<file path="config.mk">
export PLATFORM = sky130hd
export DESIGN_NAME = scoreboard_ctrl
export DESIGN_NICKNAME = d
export VERILOG_FILES = /design/src/rtl/scoreboard_ctrl.sv
export SDC_FILE = /design/constraint.sdc
export NUM_CORES = 1
export LEC_CHECK = 0
export ABC_AREA = 1
export BUFFER_PORTS_ARGS = -buffer_cell sky130_fd_sc_hd__clkbuf_2
export CORE_UTILIZATION = 56
export DETAILED_ROUTE_END_ITERATION = 8
export PLACE_DENSITY = 0.87
export SYNTH_ARGS = -nofsm -noshare
export SYNTH_HDL_FRONTEND = slang
export SYNTH_SLANG_ARGS = --single-unit
</file>
<file path="constraint.sdc">
create_clock -name clk -period 3.7 [get_ports clk]
set_clock_uncertainty 0.1 [all_clocks]
set_input_delay 0 -clock clk [delete_from_list [all_inputs] [get_ports clk]]
set_output_delay 0 -clock clk [all_outputs]
set_load 0.03 [all_outputs]
</file>
<file path="src/rtl/scoreboard_ctrl.sv">
// Register scoreboard: tracks a pending write per architectural register and blocks issue on RAW/WAW hazards.
// Define SCOREBOARD_WB_BYPASS_EN to let a same-cycle writeback release a hazard immediately.
module scoreboard_ctrl #(
    parameter int unsigned STALL_CNT_W = 16
) (
    input  logic                   clk,
    input  logic                   rst,
    input  logic                   i_issue_valid,
    input  logic [4:0]             i_rs1_addr,
    input  logic [4:0]             i_rs2_addr,
    input  logic                   i_rs1_used,
    input  logic                   i_rs2_used,
    input  logic [4:0]             i_rd_addr,
    input  logic                   i_rd_wen,
    input  logic                   i_wb_valid,
    input  logic [4:0]             i_wb_addr,
    output logic                   o_issue_ready,
    output logic                   o_stall,
    output logic [31:0]            o_pending,
    output logic [5:0]             o_outstanding,
    output logic [STALL_CNT_W-1:0] o_stall_cnt
);

    typedef enum logic {
        REG_IDLE    = 1'b0,
        REG_PENDING = 1'b1
    } reg_state_e;

    // x0 has no entry: it can never be pending.
    reg_state_e             r_state      [1:31];
    reg_state_e             w_state_next [1:31];
    logic [5:0]             r_outstanding;
    logic [STALL_CNT_W-1:0] r_stall_cnt;

    logic [31:0] w_pending;
    logic [31:0] w_hazard_view;
    logic [31:0] w_set_vec;
    logic [31:0] w_clr_vec;
    logic        w_clr;
    logic        w_set;
    logic        w_same;
    logic        w_raw;
    logic        w_waw;

    always_comb begin
        w_pending = '0;
        for (int i = 1; i < 32; i++) begin
            w_pending[i] = (r_state[i] == REG_PENDING);
        end
    end

    assign w_clr     = i_wb_valid && (i_wb_addr != 5'd0) && w_pending[i_wb_addr];
    assign w_clr_vec = w_clr ? (32'd1 << i_wb_addr) : 32'd0;

`ifdef SCOREBOARD_WB_BYPASS_EN
    assign w_hazard_view = w_pending & ~w_clr_vec;
`else
    assign w_hazard_view = w_pending;
`endif

    assign w_raw         = (i_rs1_used && w_hazard_view[i_rs1_addr]) ||
                           (i_rs2_used && w_hazard_view[i_rs2_addr]);
    assign w_waw         = i_rd_wen && w_hazard_view[i_rd_addr];
    assign o_issue_ready = !(w_raw || w_waw);
    assign o_stall       = i_issue_valid && !o_issue_ready;

    assign w_set     = i_issue_valid && o_issue_ready && i_rd_wen && (i_rd_addr != 5'd0);
    assign w_set_vec = w_set ? (32'd1 << i_rd_addr) : 32'd0;
    // Only possible with bypass: the same register retires and is re-claimed; set wins.
    assign w_same    = |(w_set_vec & w_clr_vec);

    // NOTE: defaults are assigned before the case so no path leaves w_state_next unassigned (no latch).
    always_comb begin
        for (int i = 1; i < 32; i++) begin
            w_state_next[i] = r_state[i];
            case (r_state[i])
                REG_IDLE:    if (w_set_vec[i])                  w_state_next[i] = REG_PENDING;
                REG_PENDING: if (w_clr_vec[i] && !w_set_vec[i]) w_state_next[i] = REG_IDLE;
            endcase
        end
    end

    // NOTE: non-blocking assignments so every flop samples pre-edge values; the state array is
    // ordinary flops, so it is cleared by the async reset like the counters.
    always_ff @(posedge clk or negedge rst) begin
        if (!rst) begin
            for (int i = 1; i < 32; i++) begin
                r_state[i] <= REG_IDLE;
            end
            r_outstanding <= '0;
            r_stall_cnt   <= '0;
        end else begin
            for (int i = 1; i < 32; i++) begin
                r_state[i] <= w_state_next[i];
            end
            case ({w_set && !w_same, w_clr && !w_same})
                2'b10:   r_outstanding <= r_outstanding + 6'd1;
                2'b01:   r_outstanding <= r_outstanding - 6'd1;
                default: r_outstanding <= r_outstanding;
            endcase
            if (o_stall && (r_stall_cnt != {STALL_CNT_W{1'b1}})) begin
                r_stall_cnt <= r_stall_cnt + STALL_CNT_W'(1);
            end
        end
    end

    assign o_pending     = w_pending;
    assign o_outstanding = r_outstanding;
    assign o_stall_cnt   = r_stall_cnt;

endmodule

</file>
# After elaboration in Yosys (flattened, before gate mapping)
# Index checks and enable logic that the tools add are counted.
dict set report op_classes {
  addsub 3
  muxes 104
  reduce_logical 82
  n_bitwise 32
  shifts 2
  n_eq_ne 3
  n_lt_le_gt_ge 4
}
# op count
set op_table {}
lappend op_table {{$mux 1} 66}
lappend op_table {{$mux 32} 2}
lappend op_table {{$shl 1x5->32 const A} 2}
lappend op_table {{$pmux 1 s2} 31}
lappend op_table {{$logic_and 1x1->1} 43}
lappend op_table {{$logic_not 1->1} 33}
lappend op_table {{$and 32x32->32} 1}
lappend op_table {{$reduce_or 32->1} 1}
lappend op_table {{$not 1->1} 31}
lappend op_table {{$lt 5x6->1 const B} 4}
lappend op_table {{$bmux 1 s5} 4}
lappend op_table {{$add 16x1->16 const B} 1}
lappend op_table {{$ne 16x16->1 const B} 1}
lappend op_table {{$pmux 6 s2} 1}
lappend op_table {{$reduce_bool 5->1} 2}
lappend op_table {{$add 6x1->6 const B} 1}
lappend op_table {{$sub 6x1->6 const B} 1}
lappend op_table {{$eq 2x1->1 const B} 1}
lappend op_table {{$eq 2x2->1 const B} 1}
lappend op_table {{$logic_or 1x1->1} 2}
lappend op_table {{$reduce_bool 2->1} 1}
dict set report totals {
  wordCells 263
  out_inout_bits 56
  reg_bits 53
}

# Depth between registers and ports, before layout
dict set report logic_depth {
  word_depth 16
  depth_mapped 26
  mapped_depth_nobuf 24
}

# Worst setup path after synthesis
# No wires, ideal clock.
dict set report synth_path {
  path_type {reg2reg}
  startpoint {register r_state, in the netlist o_pending[11]}
  endpoint {register r_outstanding[5] (netlist: o_outstanding[5])}
  path_slack_ps 650
  arrival_time_ps 2884
  path_stages_with_launch 23
  setup_time_ps 66
  n_path_buf 1
  path_cell_list {dfrtp_1 -> inv_1 -> nand2_1 -> nand3_1 -> nand3_1 -> nand3_1 -> nand3_1 -> nand3_2 -> nand3_4 -> nor2_4 -> buf_6 -> inv_1 -> ha_1 -> ha_1 -> nand2_1 -> nand2_1 -> a31oi_1 -> nor2_1 -> o21a_1 -> nor2_1 -> xor2_1 -> nand2_1 -> nand2_1}
}
dict set report synth_via {
  elab_chain_cells 16
  elab_cells_between_ends 29
  cone_classes {eq/ne (2); mux (11); bitwise (1); reduce/logical (15)}
}
# item line_no
set synth_lines {}
lappend synth_lines {{from (decl)} 30} ;# reg_state_e r_state [1:31];
lappend synth_lines {{from (signal, indexed assignment)} 94} ;# r_state[i] <= w_state_next[i];
lappend synth_lines {{$bmux 1 s5, on equally long branches} {61, 62}}
lappend synth_lines {{$mux 1, on equally long branches} {61, 62}}
lappend synth_lines {{$logic_and 1x1->1, on equally long branches} {61, 62}}
lappend synth_lines {{$logic_or 1x1->1} 61} ;# assign w_raw = (i_rs1_used && w_hazard_view[i_rs1_addr]) ||
lappend synth_lines {{$logic_or 1x1->1} 64} ;# assign o_issue_ready = !(w_raw || w_waw);
lappend synth_lines {{$logic_not 1->1} 64}
lappend synth_lines {{$logic_and 1x1->1 (3 in a row)} 67} ;# assign w_set = i_issue_valid && o_issue_ready && i_rd_wen && (i_rd_addr != 5'd0);
lappend synth_lines {{$mux 32} 68} ;# assign w_set_vec = w_set ? (32'd1 << i_rd_addr) : 32'd0;
lappend synth_lines {{$and 32x32->32} 70} ;# assign w_same = |(w_set_vec & w_clr_vec);
lappend synth_lines {{$reduce_or 32->1} 70}
lappend synth_lines {{$logic_not 1->1} 96} ;# case ({w_set && !w_same, w_clr && !w_same})
lappend synth_lines {{$logic_and 1x1->1} 96}
lappend synth_lines {{$eq 2x1->1 / $eq 2x2->1 (equally long branches)} 96}
lappend synth_lines {{$pmux 6 s2 / $reduce_bool 2->1 (equally long branches)} --}
lappend synth_lines {{to (signal assigned)} 97} ;# 2'b10: r_outstanding <= r_outstanding + 6'd1;
lappend synth_lines {{to (signal assigned)} 98} ;# 2'b01: r_outstanding <= r_outstanding - 6'd1;
lappend synth_lines {{to (signal assigned)} 99} ;# default: r_outstanding <= r_outstanding;
lappend synth_lines {{to (decl)} 32} ;# logic [5:0] r_outstanding;
# Parallel ways exist; a longest one is shown, timed or not. The select of a mux whose other input is x is not followed.
# A chain may end at the register's enable or synchronous reset.

# Worst setup path in the final report
dict set report layout_path {
  startpoint {register r_state, in the netlist o_pending[19]}
  endpoint {register r_outstanding[5] (netlist: o_outstanding[5])}
}
# Same word-level chain as after synthesis.

==> impl_metrics.ini <==
[timing]
worst_pin_slew_ps = 719
max_slew_margin_pct = 52.1
hold_viol_final = 0
rsz0062_at_grt = false
fmax_ghz = 0.319
finalMaxSlewViolations = 0
fin_crit_ps = 3140
setup_ws_ps = 562
finalCritPeriodShare_pct = 84.8
setup-violations-final = 0
setup-tns-final_ps = 0

[global_route]
grt.total_usage_pct = 33.8
grt_max_degree = 54
antenna_found_initial = 0
overflow = 0
grt_pass1_wl_microns = 24100
grt_pass1_vias = 5069

[pwr]
p_leak_nw = 2.69
switchingPower_mw = 1.04
internal-power_mw = 1.10
swShare_pct = 48.6
comb_power_share_pct = 44.0
clkPwrFrac_pct = 16.2
seqPwrFrac_pct = 39.8
power_density_nw_per_um2 = 412
ir_worst_vdd_mv = 0.350

[worst_setup_path]
path_cells = inv_1 > nand2_1 > nand3_1 > nand3_1 > nand3_1 > nand3_1 > nand3_2 > nand3_4 > nor2_4 > inv_1 > ha_1 > ha_1 > nand2_1 > nand2_1 > a31oi_1 > nor2_1 > o21a_1 > nor2_1 > xor2_1 > nand2_1 > nand2_1
cp_num_buf_inv = 2
critPathKind = reg -> reg
critPathMaxFanout = 6
worstPathArrival_ps = 3300
cpLargestDelayFamily = simple AND/OR/NAND/NOR gates
start_kind = flop
worst_setup_path_end_kind = flop
crit_path_max_incr_delay_ps = 460
cpMostUsedCell = nand2_1
cp_slowest_cell = dfrtp_1
required_ps = 3860

[clock_network]
htree_levels = 2
clock_latency_ps = 310
cts_hold_buffers = 1
cts_buffers = 5
path_clk_slew_ps = 110
ctsResizeCount = 0
cts_setup_buffers = 0
cts_tree = done
clockBufferDepth = 2
root_buffer = clkbuf_8
cts.sinks = 53

[cells_and_area]
fin_area_sq_um = 5200
drive_gt1_share_pct = 16.6
final_cells = 917
n_antenna_cell = 0
fillers = 788
multi_input_comb_area_sq_um = 2870
ff_latch_area_sq_um = 1330
area_delta_synth_final_pct = 7.61
layout.nets = 845
finalCoreUtilization_pct = 62.6

[synth]
syn_nets = 790
ys_ff_latch = 53
ys_async_sr_fraction_pct = 100
synth_enable_flop_cells = 0
ys.flop_type = dfrtp_1
avgSynthCellArea_sq_um = 6.39
yosysSeqAreaShare_pct = 27.5
synth_area_sq_um = 4830
syn-instance-count = 756
yosysWarnings = 0
synth.distinct_cells = 39

[die]
ios = 83
die-area_sq_um = 9000
initial_core_util_pct = 58.2
die_y_microns = 94.9
core_sq_um = 8300
placementRows = 33
fp.dieW_microns = 94.9

[detailed_routing]
dr.pass1.iters = 6
drc_errors = 0
num_vias = 5485
viasPerCell = 5.98
dr.first_iter.drc_count = 642
detail_route.wl_per_cell_microns = 16.0
ant_nets = 0
drt_wl_total_microns = 14700

[job]
drv_cap = 0

[placed_design]
place_inst = 908
preCtsSetupSlack_ps = 567
dpl_cell_area_sq_um = 5100
gp_congestion = 0.959
io_buffer_count = 81
dp_hpwl_microns = 10900

[min_path]
hold_class = in -> reg

[outcome]
outcome = finished clean
tightest hold or removal path: stages:
cell and delay, ps:
clkbuf_2 160, nand3_1 130, o21ai_2 70, nand2_1 60
flip-flops by register name (all words and copies together), names as in the netlist:
register,flops
o_pending,31
o_stall_cnt,16
o_outstanding,6
cells in the final DEF, fill, tap and decap left out, types with 3 or more instances in the layout:
cell type / netlist / routed
nand2_1: 283 / 283
nand3_1: 95 / 95
clkbuf_2: 0 / 81
inv_1: 66 / 66
dfrtp_1: 53 / 53
nor2_1: 50 / 50
nand4_1: 45 / 45
nor3_1: 20 / 20
o21ai_2: 10 / 10
buf_4: 3 / 10
o21ai_0: 9 / 9
xor2_1: 9 / 9
o21ai_1: 7 / 7
xnor2_1: 7 / 7
inv_2: 6 / 6
ha_1: 6 / 6
a22oi_1: 5 / 5
nor4_1: 5 / 5
clkbuf_8: 0 / 5
nor2_4: 4 / 4
nand3_2: 4 / 4
nand3_4: 4 / 4
a31oi_1: 4 / 4
o211ai_1: 3 / 3
power groups by stage:
stage	clock network [mW]	logic, mW	registers [mW]
after floorplan	0	0.497	1.01
after global placement	0	0.902	0.850
after detailed placement	0	0.931	0.856
after CTS	0.349	0.936	0.843
after global routing	0.375	1.03	0.862
final	0.347	0.941	0.851
cell families (layout without fill, tap and decap cells):
logic type | count (synthesis) | count (layout) | share of synthesized area [%]
AND/OR/NAND/NOR | 516 | 516 | 48.4
buffers and inverters | 120 | 176 | 13.1
flip-flops | 53 | 53 | 27.5
AO/OA/AOI/OAI | 43 | 43 | 6.06
XOR/XNOR | 16 | 16 | 2.90
adder cells (fa/ha/maj) | 7 | 7 | 1.97
other | 1 | 1 | 0.0776
layout make-up:
| type | instances | area share, % |
|---|---|---|
| multi-input cells | 583 | 55.2 |
| flip-flops and latches | 53 | 25.5 |
| repair buffers | 92 | 9.43 |
| inverters | 76 | 5.63 |
| well taps | 105 | 2.53 |
| clock buffers | 6 | 1.40 |
| clock inverters | 2 | 0.265 |
cell usage after synthesis, drive strengths merged, types with 3 or more instances:
| cell | n | area share [%] |
|---|---|---|
| nand3 | 103 | 12 |
| a31oi | 4 | 0.52 |
| a22oi | 5 | 0.78 |
| clkbuf | 13 | 1.0 |
| buf | 31 | 6.0 |
| nand2 | 286 | 22 |
| o211ai | 3 | 0.47 |
| xor2 | 9 | 1.6 |
| nor4 | 5 | 0.65 |
| ha | 6 | 1.6 |
| inv | 74 | 5.9 |
| nor3 | 21 | 2.3 |
| xnor2 | 7 | 1.3 |
| o21ai | 26 | 3.5 |
| nand4 | 45 | 5.8 |
| nor2 | 55 | 4.9 |
| dfrtp | 53 | 27 |
per-layer routing:
layer	global-route usage (%)	routed length (microns)
met5	0	0
met4	10.6	308
met3	6.20	1590
met2	52.5	6680
met1	47.3	6120
worst paths after layout:
| path | end | startpoint | slack [ps] | cells past startpoint |
|---|---|---|---|---|
| worst min-delay path | o_pending[11]$_DFF_PN0_ | i_wb_addr[3] | 40 | 4 |
| worst max-delay path | o_outstanding[5]$_DFFE_PN0P_ | o_pending[19]$_DFF_PN0_ | 560 | 21 |
| min in group asynchronous | o_stall_cnt[3]$_DFFE_PN0P_ | rst | 260 | 3 |
| max in group asynchronous | o_pending[6]$_DFF_PN0_ | rst | 2740 | 3 |
| worst min register to register | o_outstanding[0]$_DFFE_PN0P_ | o_outstanding[0]$_DFFE_PN0P_ | 450 | 1 |
| worst max register to register | o_outstanding[5]$_DFFE_PN0P_ | o_pending[19]$_DFF_PN0_ | 560 | 21 |
stage by stage:
step                hold slack [ps]  power [mW]
global placement               63.6        1.75
floorplan                      -396        1.50
CTS                            23.6        2.13
detailed placement             86.6        1.79
finish                         37.2        2.14
global route                   48.9        2.27
Note: power is estimated with default switching activity, not from simulation.
